--- config.mk ---
export PLATFORM = sky130hd
export DESIGN_NAME = io_uart_tx_flat
export DESIGN_NICKNAME = d
export VERILOG_FILES = /design/src/rtl/io_pkg.sv /design/src/rtl/io_uart_tx_if.sv /design/src/rtl/io_fifo.sv /design/src/rtl/io_uart_tx.sv /design/src/flat_wrapper.sv
export SDC_FILE = /design/constraint.sdc
export NUM_CORES = 1
export LEC_CHECK = 0
export ABC_AREA = 1
export CAP_MARGIN = 20
export CORE_ASPECT_RATIO = 1.5
export CORE_MARGIN = 3
export CORE_UTILIZATION = 44
export DETAILED_ROUTE_END_ITERATION = 12
export GPL_TIMING_DRIVEN = 0
export PLACE_DENSITY = 0.79
export REMOVE_ABC_BUFFERS = 1
export SLEW_MARGIN = 0
export SYNTH_ARGS = -nofsm -noshare
export SYNTH_HDL_FRONTEND = slang
export SYNTH_SLANG_ARGS = --single-unit
export TNS_END_PERCENT = 10
--- constraint.sdc ---
create_clock -name clk -period 2.5 [get_ports clk]
set_clock_uncertainty 0.1 [all_clocks]
set_input_delay 0.375 -clock clk [delete_from_list [all_inputs] [get_ports clk]]
set_output_delay 0.375 -clock clk [all_outputs]
set_load 0.01 [all_outputs]
--- src/rtl/io_pkg.sv ---
// Shared IO-bus constants: responder select bit, store-mask encodings, register map.
// No logic; latency n/a.
// Backpressure n/a.
package io_pkg;

    localparam int IO_SEL_BIT = 22;

    localparam logic [4:0] WMASK_IDLE = 5'b00000;
    localparam logic [4:0] WMASK_BYTE = 5'b00111;
    localparam logic [4:0] WMASK_HALF = 5'b01111;
    localparam logic [4:0] WMASK_WORD = 5'b11111;

    // Word-address bits that pick an IO register
    localparam int IO_LED_BIT       = 2;
    localparam int IO_UART_DATA_BIT = 3;
    localparam int IO_UART_STAT_BIT = 4;

    // Bit positions inside the UART status word
    localparam int STAT_BUSY = 0;
    localparam int STAT_FULL = 1;
    localparam int STAT_OVF  = 2;

    typedef enum logic [1:0] {
        TX_IDLE  = 2'd0,
        TX_START = 2'd1,
        TX_DATA  = 2'd2,
        TX_STOP  = 2'd3
    } tx_state_t;

    function automatic logic [31:0] uart_status(input logic ovf, input logic full, input logic busy);
        logic [31:0] w;
        w            = '0;
        w[STAT_OVF]  = ovf;
        w[STAT_FULL] = full;
        w[STAT_BUSY] = busy;
        return w;
    endfunction

endpackage

--- src/rtl/io_uart_tx_if.sv ---
// CPU IO-bus port bundle: address, store data/mask from the CPU, registered read data back.
// No logic; latency n/a.
// Backpressure: none, the bus has no stall.
interface io_uart_tx_if;
    logic [31:0] mem_addr;
    logic [31:0] mem_wdata;
    logic [4:0]  mem_wmask;
    logic [31:0] io_rdata;

    modport master (
        output mem_addr,
        output mem_wdata,
        output mem_wmask,
        input  io_rdata
    );

    modport slave (
        input  mem_addr,
        input  mem_wdata,
        input  mem_wmask,
        output io_rdata
    );
endinterface

--- src/rtl/io_fifo.sv ---
// Synchronous first-word-fall-through FIFO with occupancy count.
// Latency: a push is visible on dout the cycle after it is sampled.
// Backpressure: push while full is dropped unless a pop happens in the same cycle.
module io_fifo #(
    parameter int WIDTH = 8,
    parameter int DEPTH = 4
) (
    input  logic                     clk,
    input  logic                     RESET,
    input  logic                     push,
    input  logic                     pop,
    input  logic [WIDTH-1:0]         din,
    output logic [WIDTH-1:0]         dout,
    output logic                     full,
    output logic                     empty,
    output logic [$clog2(DEPTH):0]   count
);

    localparam int AW = $clog2(DEPTH);
    localparam int CW = AW + 1;

    logic [WIDTH-1:0] mem [DEPTH];
    logic [AW-1:0]    wr_ptr;
    logic [AW-1:0]    rd_ptr;
    logic             do_push;
    logic             do_pop;

    assign empty   = (count == '0);
    assign full    = (count == CW'(DEPTH));
    assign do_pop  = pop & ~empty;
    // When full, the slot being read out this cycle is the one overwritten
    assign do_push = push & (~full | do_pop);
    assign dout    = mem[rd_ptr];

    always_ff @(posedge clk or posedge RESET) begin
        if (RESET) begin
            wr_ptr <= '0;
            rd_ptr <= '0;
            count  <= '0;
        end else begin
            if (do_push) wr_ptr <= wr_ptr + AW'(1);
            if (do_pop)  rd_ptr <= rd_ptr + AW'(1);
            case ({do_push, do_pop})
                2'b10:   count <= count + CW'(1);
                2'b01:   count <= count - CW'(1);
                default: count <= count;
            endcase
        end
    end

    always_ff @(posedge clk) begin
        if (do_push) mem[wr_ptr] <= din;
    end

endmodule

--- src/rtl/io_uart_tx.sv ---
// Memory-mapped 8N1 UART transmitter: data register feeds a byte FIFO, status register reports busy/full/overflow.
// Latency: line falls one cycle after the store into an idle transmitter; reads return one cycle after address.
// Backpressure: none on the bus; a store into a full FIFO is dropped and sets a sticky overflow flag.
module io_uart_tx
    import io_pkg::*;
#(
    parameter int CLKS_PER_BIT = 4,
    parameter int FIFO_DEPTH   = 4,
    parameter int DATA_BIT     = IO_UART_DATA_BIT,
    parameter int STATUS_BIT   = IO_UART_STAT_BIT
) (
    input  logic            clk,
    input  logic            RESET,
    io_uart_tx_if.slave     bus,
    output logic            uart_tx,
    output logic            busy
);

    localparam int BW = (CLKS_PER_BIT > 2) ? $clog2(CLKS_PER_BIT) : 1;
    localparam int CW = $clog2(FIFO_DEPTH) + 1;
    localparam logic [BW-1:0] BAUD_LAST = BW'(CLKS_PER_BIT - 1);

    tx_state_t      state;
    tx_state_t      state_nxt;
    logic [BW-1:0]  baud_cnt;
    logic [2:0]     bit_idx;
    logic [7:0]     shift;
    logic           baud_end;
    logic           overflow;

    logic           sel;
    logic           data_wr;
    logic           stat_wr;
    logic           ovf_set;
    logic           ovf_clr;

    logic           fifo_pop;
    logic           fifo_full;
    logic           fifo_empty;
    logic [7:0]     fifo_dout;
    logic [CW-1:0]  fifo_count;

    logic           unused_bits;

    // ---------------- bus decode ----------------
    assign sel     = bus.mem_addr[IO_SEL_BIT];
    assign data_wr = sel & bus.mem_wmask[0] & bus.mem_addr[DATA_BIT];
    assign stat_wr = sel & bus.mem_wmask[0] & bus.mem_addr[STATUS_BIT];

    // A push into a full FIFO only survives if the serializer frees a slot this cycle
    assign ovf_set = data_wr & fifo_full & ~fifo_pop;
    assign ovf_clr = stat_wr & bus.mem_wdata[STAT_OVF];

    assign unused_bits = ^{bus.mem_addr, bus.mem_wdata, bus.mem_wmask};

    io_fifo #(
        .WIDTH (8),
        .DEPTH (FIFO_DEPTH)
    ) u_fifo (
        .clk   (clk),
        .RESET (RESET),
        .push  (data_wr),
        .pop   (fifo_pop),
        .din   (bus.mem_wdata[7:0]),
        .dout  (fifo_dout),
        .full  (fifo_full),
        .empty (fifo_empty),
        .count (fifo_count)
    );

    assign busy = (fifo_count != '0) | (state != TX_IDLE);

    always_ff @(posedge clk or posedge RESET) begin
        if (RESET) begin
            overflow <= 1'b0;
        end else if (ovf_set) begin
            overflow <= 1'b1;
        end else if (ovf_clr) begin
            overflow <= 1'b0;
        end
    end

    always_ff @(posedge clk or posedge RESET) begin
        if (RESET) begin
            bus.io_rdata <= '0;
        end else if (sel & bus.mem_addr[STATUS_BIT]) begin
            bus.io_rdata <= uart_status(overflow, fifo_full, busy);
        end else begin
            bus.io_rdata <= '0;
        end
    end

    // ---------------- serializer ----------------
    assign baud_end = (baud_cnt == BAUD_LAST);

    always_ff @(posedge clk or posedge RESET) begin
        if (RESET) begin
            state <= TX_IDLE;
        end else begin
            state <= state_nxt;
        end
    end

    always_comb begin
        state_nxt = state;
        fifo_pop  = 1'b0;
        uart_tx   = 1'b1;
        case (state)
            TX_IDLE: begin
                if (!fifo_empty) begin
                    fifo_pop  = 1'b1;
                    state_nxt = TX_START;
                end
            end
            TX_START: begin
                uart_tx = 1'b0;
                if (baud_end) state_nxt = TX_DATA;
            end
            TX_DATA: begin
                uart_tx = shift[0];
                if (baud_end && bit_idx == 3'd7) state_nxt = TX_STOP;
            end
            TX_STOP: begin
                // Chain straight into the next start bit so queued frames are contiguous
                if (baud_end) begin
                    if (!fifo_empty) begin
                        fifo_pop  = 1'b1;
                        state_nxt = TX_START;
                    end else begin
                        state_nxt = TX_IDLE;
                    end
                end
            end
            default: state_nxt = TX_IDLE;
        endcase
    end

    always_ff @(posedge clk or posedge RESET) begin
        if (RESET) begin
            baud_cnt <= '0;
            bit_idx  <= '0;
            shift    <= '0;
        end else if (fifo_pop) begin
            shift    <= fifo_dout;
            baud_cnt <= '0;
            bit_idx  <= '0;
        end else if (state != TX_IDLE) begin
            baud_cnt <= baud_end ? '0 : baud_cnt + BW'(1);
            if (state == TX_DATA && baud_end) begin
                shift   <= {1'b0, shift[7:1]};
                bit_idx <= bit_idx + 3'd1;
            end
        end
    end

endmodule

--- src/flat_wrapper.sv ---
// flat-port wrapper written by rule: the top's interface ports become plain ports
module io_uart_tx_flat import io_pkg::*;
#(
    parameter int CLKS_PER_BIT = 4,
    parameter int FIFO_DEPTH   = 4,
    parameter int DATA_BIT     = IO_UART_DATA_BIT,
    parameter int STATUS_BIT   = IO_UART_STAT_BIT
)
  (clk, RESET, uart_tx, busy, bus_mem_addr, bus_mem_wdata, bus_mem_wmask, bus_io_rdata);
  io_uart_tx_if bus_i ();
  input  logic clk;
  input  logic RESET;
  output logic uart_tx;
  output logic busy;
  input wire logic [$bits(bus_i.mem_addr)-1:0] bus_mem_addr;
  input wire logic [$bits(bus_i.mem_wdata)-1:0] bus_mem_wdata;
  input wire logic [$bits(bus_i.mem_wmask)-1:0] bus_mem_wmask;
  output wire logic [$bits(bus_i.io_rdata)-1:0] bus_io_rdata;
  assign bus_i.mem_addr = bus_mem_addr;
  assign bus_i.mem_wdata = bus_mem_wdata;
  assign bus_i.mem_wmask = bus_mem_wmask;
  assign bus_io_rdata = bus_i.io_rdata;
  io_uart_tx #(.CLKS_PER_BIT(CLKS_PER_BIT), .FIFO_DEPTH(FIFO_DEPTH), .DATA_BIT(DATA_BIT), .STATUS_BIT(STATUS_BIT)) u_core (.clk(clk), .RESET(RESET), .bus(bus_i), .uart_tx(uart_tx), .busy(busy));
endmodule
### Word-level counts from Yosys, hierarchy flattened

Memories as Yosys holds them, arrays and structs flattened.
Index checks and enable logic that the tools add are counted.

| word-level totals | value |
|---|---|
| flip-flop bits (word level) | 26 |
| RAM bits | 32 |
| bits of input ports | 71 |
| output and inout port bits | 34 |
| memories | 1 |

Memories:

| memory | depth | bits a word | read ports | clocked after Yosys merged registers in | wr ports | line | source |
|---|---|---|---|---|---|---|---|
| u_core.u_fifo.mem | 4 | 8 | 1 | 0 | 1 | io_fifo.sv:22 | `logic [WIDTH-1:0] mem [DEPTH];` |

| operators by class | value |
|---|---|
| add/subtract/negate cells | 6 |
| equality and inequality tests | 12 |
| mux-type cells | 25 |
| bitwise logic cells | 14 |
| reductions and logical operators | 12 |

Operators by type and width:

| cell | number |
|---|---|
| $mux 8 | 3 |
| $mux 2 | 7 |
| $mux 3 | 4 |
| $reduce_bool 2->1 | 5 |
| $and 1x1->1 | 9 |
| $eq 2x2->1 const B | 4 |
| $pmux 2 s4 | 1 |
| $mux 1 | 7 |
| $add 2x1->2 const B | 3 |
| $add 3x1->3 const B | 2 |
| $eq 3x3->1 const B | 2 |
| $ne 2x1->1 const B | 3 |
| $pmux 3 s2 | 1 |
| $eq 2x1->1 const B | 2 |
| $pmux 1 s2 | 2 |
| $reduce_and 4->1 | 1 |
| $logic_not 3->1 | 1 |
| $not 1->1 | 3 |
| $reduce_bool 3->1 | 1 |
| $sub 3x1->3 const B | 1 |
| $logic_and 1x1->1 | 2 |
| $logic_not 2->1 | 1 |
| $ne 2x2->1 const B | 1 |
| $or 1x1->1 | 2 |
| $reduce_and 2->1 | 1 |

### Depth between registers and ports, before layout

| depth | value |
|---|---|
| depth after elaboration | 9 |
| gate-level depth with buffers | 12 |

### Modules after synthesis

From an unflattened synthesis, not the netlist that was laid out.

| second synthesis, totals | value |
|---|---|
| cell total of the unflattened synthesis | 320 |
| area, all modules | 3,025.4 µm² |

By module, submodules not included:

| module | instances | cells an instance | area each (µm²) | seq. area each (µm²) |
|---|---|---|---|---|
| io_fifo | 1 | 149 | 1,719.1 | 1,136.1 |
| io_uart_tx | 1 | 171 | 1,306.3 | 475.5 |

### Least setup slack after synthesis

Ideal clock, no wire load.

| path | value |
|---|---|
| path kind | register to register |
| start point | register u_core.state[0] |
| end point | memory u_core.u_fifo.mem[0][0], enable pin |
| arrival | 1.570 ns |
| data required time | 2.029 ns |
| slack | 0.459 ns |
| cell stages (with the launch flop) | 8 |
| period minus slack after synthesis | 2.041 ns |
| cells stage by stage | dfrtp_1 inv_1 ha_1 inv_1 nand2_2 nand3_1 nand2_1 nor2_1 |

| between the ends | value |
|---|---|
| cells in the longest elaborated chain, start to end | 7 |
| elaborated cells between the ends (all ways) | 8 |
| those cells by class | eq/ne (1); mux (3); bitwise (3); reduce/logical (1) |

Ends and longest elaborated chain:

| what | line | source |
|---|---|---|
| start, declared | io_uart_tx.sv:23 | `tx_state_t state;` |
| start signal, assigned | io_uart_tx.sv:100 | `state <= state_nxt;` |
| $eq 2x2->1 or $logic_not 2->1 (tied branches) | io_uart_tx.sv:108 | `case (state)` |
| $pmux 1 s2 (*) | io_uart_tx.sv:108 |  |
| $and 1x1->1 (*) | io_fifo.sv:30 | `assign do_pop = pop & ~empty;` |
| $or 1x1->1 (*) | io_fifo.sv:32 | `assign do_push = push & (~full \| do_pop);` |
| $and 1x1->1 (*) | io_fifo.sv:32 |  |
| $mux 1 (*) | io_fifo.sv:52 | `if (do_push) mem[wr_ptr] <= din;` |
| $mux 1 (not written as such) (*) | io_fifo.sv:52 |  |
| end, declared | io_fifo.sv:22 |  |

Mark *: on every way between the ends. The rest lies on a longest branch, timed or not.

### Worst setup path after layout

| path | value |
|---|---|
| start point | register u_core.state[0] |
| end point | memory u_core.u_fifo.mem[3][6], enable pin |

The elaborated chain is that of the path after synthesis.

==> metrics.md <==
| Metric | Value |
|---|---|
| Layout fillers | `557` |
| CTS clock-pin slew for the worst setup and hold paths | `0.06 ns` |
| Post-CTS repair timing setup buffer count | `0` |
| Maximum clock path buffer count | `2` |
| Number of clock sinks | `58` |
| Share of layout cells above drive strength 1 | `11.84%` |
| Number of placed instances with taps included | `361` |
| Post-layout utilization of the core | `52.37%` |
| Die Footprint | `7481 um2` |
| Endpoint arrival time on the critical path | `2.18 ns` |
| Worst reg2reg endpoint | `u_core.u_fifo.mem[3][6]` |
| Cts-stage hold buffer count | `0` |
| Relative slew slack | `64.01%` |
| Final routed wire length divided by cell count | `12.61 um` |
| Cell area after synthesis | `2843 um2` |
| Number of distinct library cell variants in the gate-level netlist after synthesis | `28` |
| Core ar. | `6218 um2` |
| Slowest stage delay, CP | `0.47 ns` |
| Post-route worst hold slack | `0.1548 ns` |
| CTS H-tree depth | `3` |
| Latest clock arrival within the worst-skew pair | `0.34 ns` |
| Number of hold violations in the final report | `0` |
| Ratio of total power to cell area | `1154 nW/um2` |
| Initial core utilization | `45.71%` |
| Iteration-0 DRC count of the detailed router | `63` |
| Portion of the post-synthesis area used by sequential elements | `56.69%` |
| Post-Synthesis Cells | `275` |
| All-layer global routing usage | `14.05%` |
| DRC Markers | `0` |
| FF+latch count, synth | `58` |
| Critical Path End | `u_core.u_fifo.mem[3][6]` |
| IO buf count | `18` |
| Top library cells by usage in the layout, fill and taps aside | `nand2_1 (33), edfxtp_1 (32), conb_1 (29), dfrtp_1 (26), inv_1 (25)` |
| Die Ht | `104.4 um` |
| GRT overflow | `0` |
| Class of the worst hold path | `in -> async` |
| Unrepaired setup endpoints after global routing | `no` |
| Share of the clock period used by the worst path | `92.25%` |
| Inserted Diodes | `0` |
| Top-Level Pins | `105` |
| 1st-pass router iterations | `4` |
| Cell breakdown of the critical path | `inv_1 > ha_1 > inv_1 > nand2_2 > nand3_1 > nand2_1 > nor2_2` |
| Via Count | `1840` |
| Max IR drop VDD | `717.8 uV` |
| Root Driver | `clkbuf_8` |
| Crit path required time | `2.37 ns` |
| Synthesis-to-layout area growth | `14.57%` |
| Die span in x | `71.63 um` |
| First-pass GRT wire length | `7900 um` |
| Last weighted congestion value of the routability-driven placer | `0.7885` |
| Total wire length | `4766 um` |
| Slew at the pin closest to its max-slew limit | `0.5398 ns` |
| Setup crit start kind | `flip-flop` |
| Worst flop-to-flop path startpoint | `u_core.state[0]` |
| Maximum clock rate | `0.4336 GHz` |
| Total area of multi-input combinational cells | `974.7 um2` |
| Minimum clock period | `2.306 ns` |
| Total CTS buffers | `9` |
| Number of antenna violations at the first check in global routing | `0` |
| Maximum fanout count along the critical path | `8` |
| CP Class | `reg -> reg` |
| R2R setup slack | `0.19 ns` |
| Total number of yosys warnings | `0` |
| Endpoint class of the critical path | `flip-flop` |
| Post-route non-filler standard cell count | `378` |
| Average cell area after synthesis | `10.34 um2` |
| Static leakage | `1.462 nW` |
| Cell depth of the worst flop-to-flop path | `7` |
| Maximum number of pins on one net before global-route repair | `27` |
| DP HPWL | `3263 um` |
| Outcome | `finished clean` |
| Max-Cap Viols | `0` |
| Sequential Area | `1612 um2` |
| Total power after layout | `3.760 mW` |
| Most common library cell in the layout ignoring fill and taps | `nand2_1` |
| Cell repeated most along the worst path | `inv_1` |
| Max stage delay cell, worst path | `nor2_2` |
| CTS tree | `built` |
| Net total in the final layout | `383` |
| Number of global-route vias before repair | `1790` |
| Detailed-route vias per instance | `4.868` |
| Final Max Tran Viols | `0` |
| Launching element of the worst setup path | `u_core.state[0]` |
| Standard-cell row count | `35` |
| Remaining antenna violation count after routing | `0` |
| Setup-failing EPs final | `0` |
state kept, by name, summed over array words and instances, names as in the netlist:
register              flops
u_core.baud_cnt           2
u_core.bit_idx            3
u_core.bus.io_rdata       3
u_core.overflow           1
u_core.shift              8
u_core.state              2
u_core.u_fifo.count       3
u_core.u_fifo.mem        32
u_core.u_fifo.rd_ptr      2
u_core.u_fifo.wr_ptr      2
metal layers:
| layer | global-route usage (%) | part of all wire [%] | vias to the layer above | wire, um |
|---|---|---|---|---|
| met5 | 0 | 0 | - | 0 |
| met4 | 9.274 | 3.1 | 0 | 146 |
| met3 | 3.191 | 4.3 | 11 | 205 |
| met2 | 24.93 | 55 | 43 | 2625 |
| met1 | 14.12 | 38 | 883 | 1788 |
| li1 | - | - | 903 | - |
worst max-delay path, delay by kind of cell (launching register included):
kind          cells  cell delay, ns
fa+ha+maj         1            0.30
flops             1            0.40
simple gates      4            0.88
buf+inv           2            0.25
layout make-up:
cell class | count | share of cell area [%]
Clock buffer | 11 | 4.648
Clock inverter | 5 | 3.073
Inverter | 31 | 3.573
Multi-Input combinational cell | 180 | 29.93
Sequential cell | 58 | 49.48
Tap cell | 74 | 2.843
Timing Repair Buffer | 19 | 6.454
Yosys cell counts (all sizes together):
cell type	count	area, um2
dfrtp	26	650.6
a21boi	2	15.02
nor3	1	5.000
nand2	36	142.6
or2	1	6.260
nor2	30	125.1
fa	1	20.02
o22ai	8	50.05
nand3	25	142.6
ha	12	150.1
o211ai	1	7.510
inv	31	116.4
o21ai	23	115.1
a21oi	4	20.02
conb	1	3.750
nand4	2	12.51
edfxtp	32	960.9
xor2	5	43.79
buf	34	255.2
logic make-up (layout without fill, tap and decap cells):
logic type	count (synthesis)	count (layout)	synth area share (%)
fa+ha+maj	13	13	5.986
compound gates	38	38	7.307
other cells	1	29	0.1319
xor+xnor	5	5	1.540
flops	58	58	56.69
simple gates	95	95	15.27
buf+inv	65	66	13.07
what timing repair did:
| item | in CTS | in global routing |
|---|---|---|
| endpoints found under the setup margin | 16 | 9 |
| gates resized for setup | 3 | 2 |
| gates cloned | 0 | 0 |
worst min-delay path by stage:
stage	start	end	cells past startpoint	slack [ns]
finish	RESET	u_core.bus.io_rdata[0]	2	0.15
floorplan	RESET	u_core.baud_cnt[0]	1	0.32
CTS	u_core.bit_idx[1]	u_core.bit_idx[1]	2	0.39
global route	RESET	u_core.u_fifo.count[1]	2	0.15
global placement	u_core.bit_idx[1]	u_core.bit_idx[1]	2	0.36
detailed placement	u_core.bit_idx[1]	u_core.bit_idx[1]	2	0.37
report_power, final:
part | total (mW) | internal [mW] | switching (mW)
Sequential | 1.40 | 1.22 | 0.179
Combinational | 1.30 | 0.474 | 0.822
Clock | 1.06 | 0.713 | 0.351
Total | 3.76 | 2.41 | 1.35
metrics by stage:
| step | setup TNS, ns | setup WS [ns] | instance area, um2 |
|---|---|---|---|
| after floorplan | 0 | 0.4593 | 2693 |
| after global placement | 0 | 0.001237 | 2965 |
| after detailed placement | -1.356 | -0.09252 | 2965 |
| after CTS | 0 | 0.01058 | 3224 |
| after global routing | 0 | 0.009891 | 3257 |
| final | 0 | 0.1937 | 3257 |
Note: power is estimated with default switching activity, not from simulation.
==> edit 1 (same settings) <==
`FIFO_DEPTH` is set to 4 in 2 places; all go to 8.
--- a/src/rtl/io_uart_tx.sv
+++ b/src/rtl/io_uart_tx.sv
@@ -5,7 +5,7 @@
     import io_pkg::*;
 #(
     parameter int CLKS_PER_BIT = 4,
-    parameter int FIFO_DEPTH   = 4,
+    parameter int FIFO_DEPTH   = 8,
     parameter int DATA_BIT     = IO_UART_DATA_BIT,
     parameter int STATUS_BIT   = IO_UART_STAT_BIT
 ) (
--- a/src/flat_wrapper.sv
+++ b/src/flat_wrapper.sv
@@ -2,7 +2,7 @@
 module io_uart_tx_flat import io_pkg::*;
 #(
     parameter int CLKS_PER_BIT = 4,
-    parameter int FIFO_DEPTH   = 4,
+    parameter int FIFO_DEPTH   = 8,
     parameter int DATA_BIT     = IO_UART_DATA_BIT,
     parameter int STATUS_BIT   = IO_UART_STAT_BIT
 )
Behaviour: not the same (a bounded check fails within 10 cycles, from zero or initial values and one cycle with RESET high).
==> edit 1 against the unedited design <==
Sequential cell count up 35. Worst setup slack worse by 0.18 ns. Core utilization up 0.11 points. Area after synthesis up 49%. Design area up 50%. Wire length up 79%. Register-to-register slack worse by 0.09 ns. Total power up 46%. Critical endpoint is now uart_tx.
==> edit 1: results <==
export IMPL_synthTopCellsByArea="edfxtp_1 (45%), dfrtp_1 (17%), nor2_1 (6.0%), o21ai_0 (5.5%), buf_4 (5.2%)"
export IMPL_hold_ws_ns=0.301
export IMPL_r2r_slack_ns=0.10
export IMPL_grt_max_degree=35
export IMPL_drt_met1_wl_um=3200
export IMPL_synth_distinct_cells=32
export IMPL_grtUsageTotal_pct=16.0
export IMPL_gr_usage_met3_pct=3.47
export IMPL_async_flop_share_pct=31.2
export IMPL_synth_common_cells="nor2_1 (68), edfxtp_1 (64), o21ai_0 (46)"
export IMPL_stdcell_count=526
export IMPL_timing_fmax_ghz=0.402
export IMPL_hpwl_um=5190
export IMPL_leakage_nw=1.91
export IMPL_drive_gt1_share_pct=10.1
export IMPL_syn_inst=387
export IMPL_yosysSeqAreaShare_pct=62.7
export IMPL_synth_compound_area_share_pct=10.9
export IMPL_reg_top3="u_core.u_fifo.mem: 64 flops, u_core.shift: 8 flops, u_core.u_fifo.count: 4 flops"
export IMPL_vdd_drop_max_mv=0.650
export IMPL_worst_pin_slew_ns=0.991
export IMPL_slowest_stage="clkdlybuf4s50_1"
export IMPL_synth_edf_count=64
export IMPL_gp_congestion=0.827
export IMPL_synthAdderAreaFrac_pct=3.26
export IMPL_grt_pass1_vias=2724
export IMPL_dp_slack_ns=-0.350
export IMPL_crit_fanout=4
export IMPL_cpPeakStageDelay_ns=0.53
export IMPL_met2_usage_pct=28.5
export IMPL_root_buffer="clkbuf_16"
export IMPL_drt_iter0_markers=232
export IMPL_status="finished clean"
export IMPL_wl_met3_um=450
export IMPL_routed_via_count=2769
export IMPL_grt_pass1_wl_um=13200
export IMPL_fillCellCount=759
export IMPL_fin_nets=491
export IMPL_crit_family="buffers and inverters"
export IMPL_crit_path_end="uart_tx"
export IMPL_synthXorXnorAreaFrac_pct=1.24
==> edit 1: cell count changes after synthesis, sizes merged, moves of 7 or more <==
cell	change
o22ai	-8
edfxtp	+32
a21oi	+7
o21ai	+24
nor2	+38
o211ai	+13
==> edit 1: report_power, final <==
group / internal [mW] / total [mW] / switching [mW]
clock: 0.982 / 1.55 / 0.572
combinational: 0.622 / 1.71 / 1.09
sequential: 1.90 / 2.24 / 0.342
total: 3.51 / 5.51 / 2.00
==> edit 1: repair_timing <==
action                     in CTS  in global routing
setup endpoints to repair      72                 67
hold endpoints to repair        0                  0
resized for setup               5                 16
setup buffers                   0                  4
pin swaps                       0                  5
gates cloned                    0                  1
==> edit 1: layout make-up <==
class / instances / area share, %
Clock buffer: 9 / 4.61
Clock inverter: 7 / 2.46
Inverter: 26 / 2.07
Multi-Input combinational cell: 255 / 28.0
Sequential cell: 93 / 54.2
Tap cell: 112 / 2.87
Timing Repair Buffer: 23 / 5.64
Timing Repair inverter: 1 / 0.154
==> edit 2 (config.mk and constraints unchanged) <==
Made on the original files. Encoding of `tx_state_t`: now one-hot (4 bits for 4 states).
--- a/src/rtl/io_pkg.sv
+++ b/src/rtl/io_pkg.sv
@@ -20,11 +20,11 @@
     localparam int STAT_FULL = 1;
     localparam int STAT_OVF  = 2;
 
-    typedef enum logic [1:0] {
-        TX_IDLE  = 2'd0,
-        TX_START = 2'd1,
-        TX_DATA  = 2'd2,
-        TX_STOP  = 2'd3
+    typedef enum logic [3:0] {
+        TX_IDLE  = 4'b0001,
+        TX_START = 4'b0010,
+        TX_DATA  = 4'b0100,
+        TX_STOP  = 4'b1000
     } tx_state_t;
 
     function automatic logic [31:0] uart_status(input logic ovf, input logic full, input logic busy);
Function: no difference found for any inputs over 10 cycles, from zero or initial values and one cycle with RESET high; not proved beyond that.
==> edit 2 against the unedited design <==
Fmax shrank 0.45%. Sequential cell count increased by 2. Clock power shrank 22%. First-iteration DRC count is 60% higher. Total power fell by 7.1%. Combinational power decreased by 6%. Highest routed layer unchanged. Via count up 3.0%. Largest cell class unchanged. Wire length increased by 4.5%. Area after synthesis rose by 2.1%. Worst hold slack better by 0.055 ns. Worst setup slack got worse by 0.010 ns. Design area about the same.
==> edit 2: results <==
export IMPL_layout_nonclk_buf_share_pct=6.37
export IMPL_async_flop_share_pct=46.7
export IMPL_status="finished clean"
export IMPL_synth_distinct_cells=33
export IMPL_routedWlPerCell_um=12.8
export IMPL_grtUsageTotal_pct=14.2
export IMPL_vdd_drop_max_mv=0.501
export IMPL_slowest_stage="clkdlybuf4s50_1"
export IMPL_grt_pass1_wl_um=8280
export IMPL_synthTopCellsByArea="edfxtp_1 (33%), dfrtp_1 (23%), buf_4 (7.5%), nand2_1 (6.5%), nor2_1 (4.0%)"
export IMPL_crit_family="buffers and inverters"
export IMPL_dr_wl_met2_um=2740
export IMPL_cpPeakStageDelay_ns=0.49
export IMPL_wl_um=4980
export IMPL_drt_iter0_markers=101
export IMPL_fillCellCount=565
export IMPL_routed_via_count=1895
export IMPL_place_area_um2=3040
export IMPL_cts_sinks=60
export IMPL_worstPathArrival_ns=1.84
export IMPL_grtUsageMet1_pct=14.9
export IMPL_netlist_area_um2=2900
export IMPL_ctsResizeCount=0
export IMPL_gp_congestion=0.822
export IMPL_multi_input_cells=190
export IMPL_synth_common_cells="nand2_1 (50), edfxtp_1 (32), nor2_1 (31)"
export IMPL_wl_met3_um=209
export IMPL_switching_share_pct=38.0
export IMPL_seq_area_um2=1660
export IMPL_clk_share_pct=5.88
export IMPL_fin_nets=390
export IMPL_grt_max_degree=29
export IMPL_gr_usage_met3_pct=2.58
export IMPL_drive_gt1_share_pct=11.1
export IMPL_reg_top3="u_core.u_fifo.mem: 32 flops, u_core.shift: 8 flops, u_core.state: 4 flops"
edit 2: changes by cell type in the layout (fill, tap and decap cells not counted), sizes merged, moves of 2 or more:
cell	unedited run	this run
nand2	36	55
a22o	0	2
nor2	30	34
o22ai	8	5
a21boi	2	0
o211ai	1	3
clkinvlp	0	2
clkinv	2	5
ha	12	7
bufinv	3	1
clkbuf	11	9
nand3	25	17
edit 2: stage by stage:
stage	power (mW)	setup WS (ns)
5_1_grt	3.78	0.0429
3_5_place_dp	2.68	-0.0355
4_1_cts	3.52	0.102
2_1_floorplan	2.35	0.543
3_3_place_gp	2.60	0.0365
6_report	3.49	0.183
edit 2: kinds of logic after synthesis:
kind of cell    after synthesis  share of synthesized area [%]
fa+ha+maj                     8                           3.71
other cells                   1                          0.129
simple gates                111                           17.5
compound gates               38                           7.67
xor+xnor                      4                           1.21
buf+inv                      64                           12.5
flops                        60                           57.3
edit 2: path summary, 6_finish.rpt:
| kind | startpoint | endpoint | slack [ns] | cells past startpoint |
|---|---|---|---|---|
| max in group asynchronous | RESET | u_core.state[0]$_DFFE_PP1P_ | 1.57 | 3 |
| worst min-delay path | RESET | u_core.bus.io_rdata[2]$_DFF_PP0_ | 0.21 | 2 |
| worst max register to register | u_core.state[2]$_DFFE_PP0P_ | u_core.u_fifo.mem[0][7]$_DFFE_PP_ | 0.26 | 6 |
| worst max-delay path | u_core.state[2]$_DFFE_PP0P_ | busy | 0.18 | 5 |
| worst min register to register | u_core.u_fifo.count[0]$_DFFE_PP0P_ | u_core.u_fifo.count[0]$_DFFE_PP0P_ | 0.37 | 1 |
| min in group clk | u_core.u_fifo.count[0]$_DFFE_PP0P_ | u_core.u_fifo.count[0]$_DFFE_PP0P_ | 0.37 | 1 |
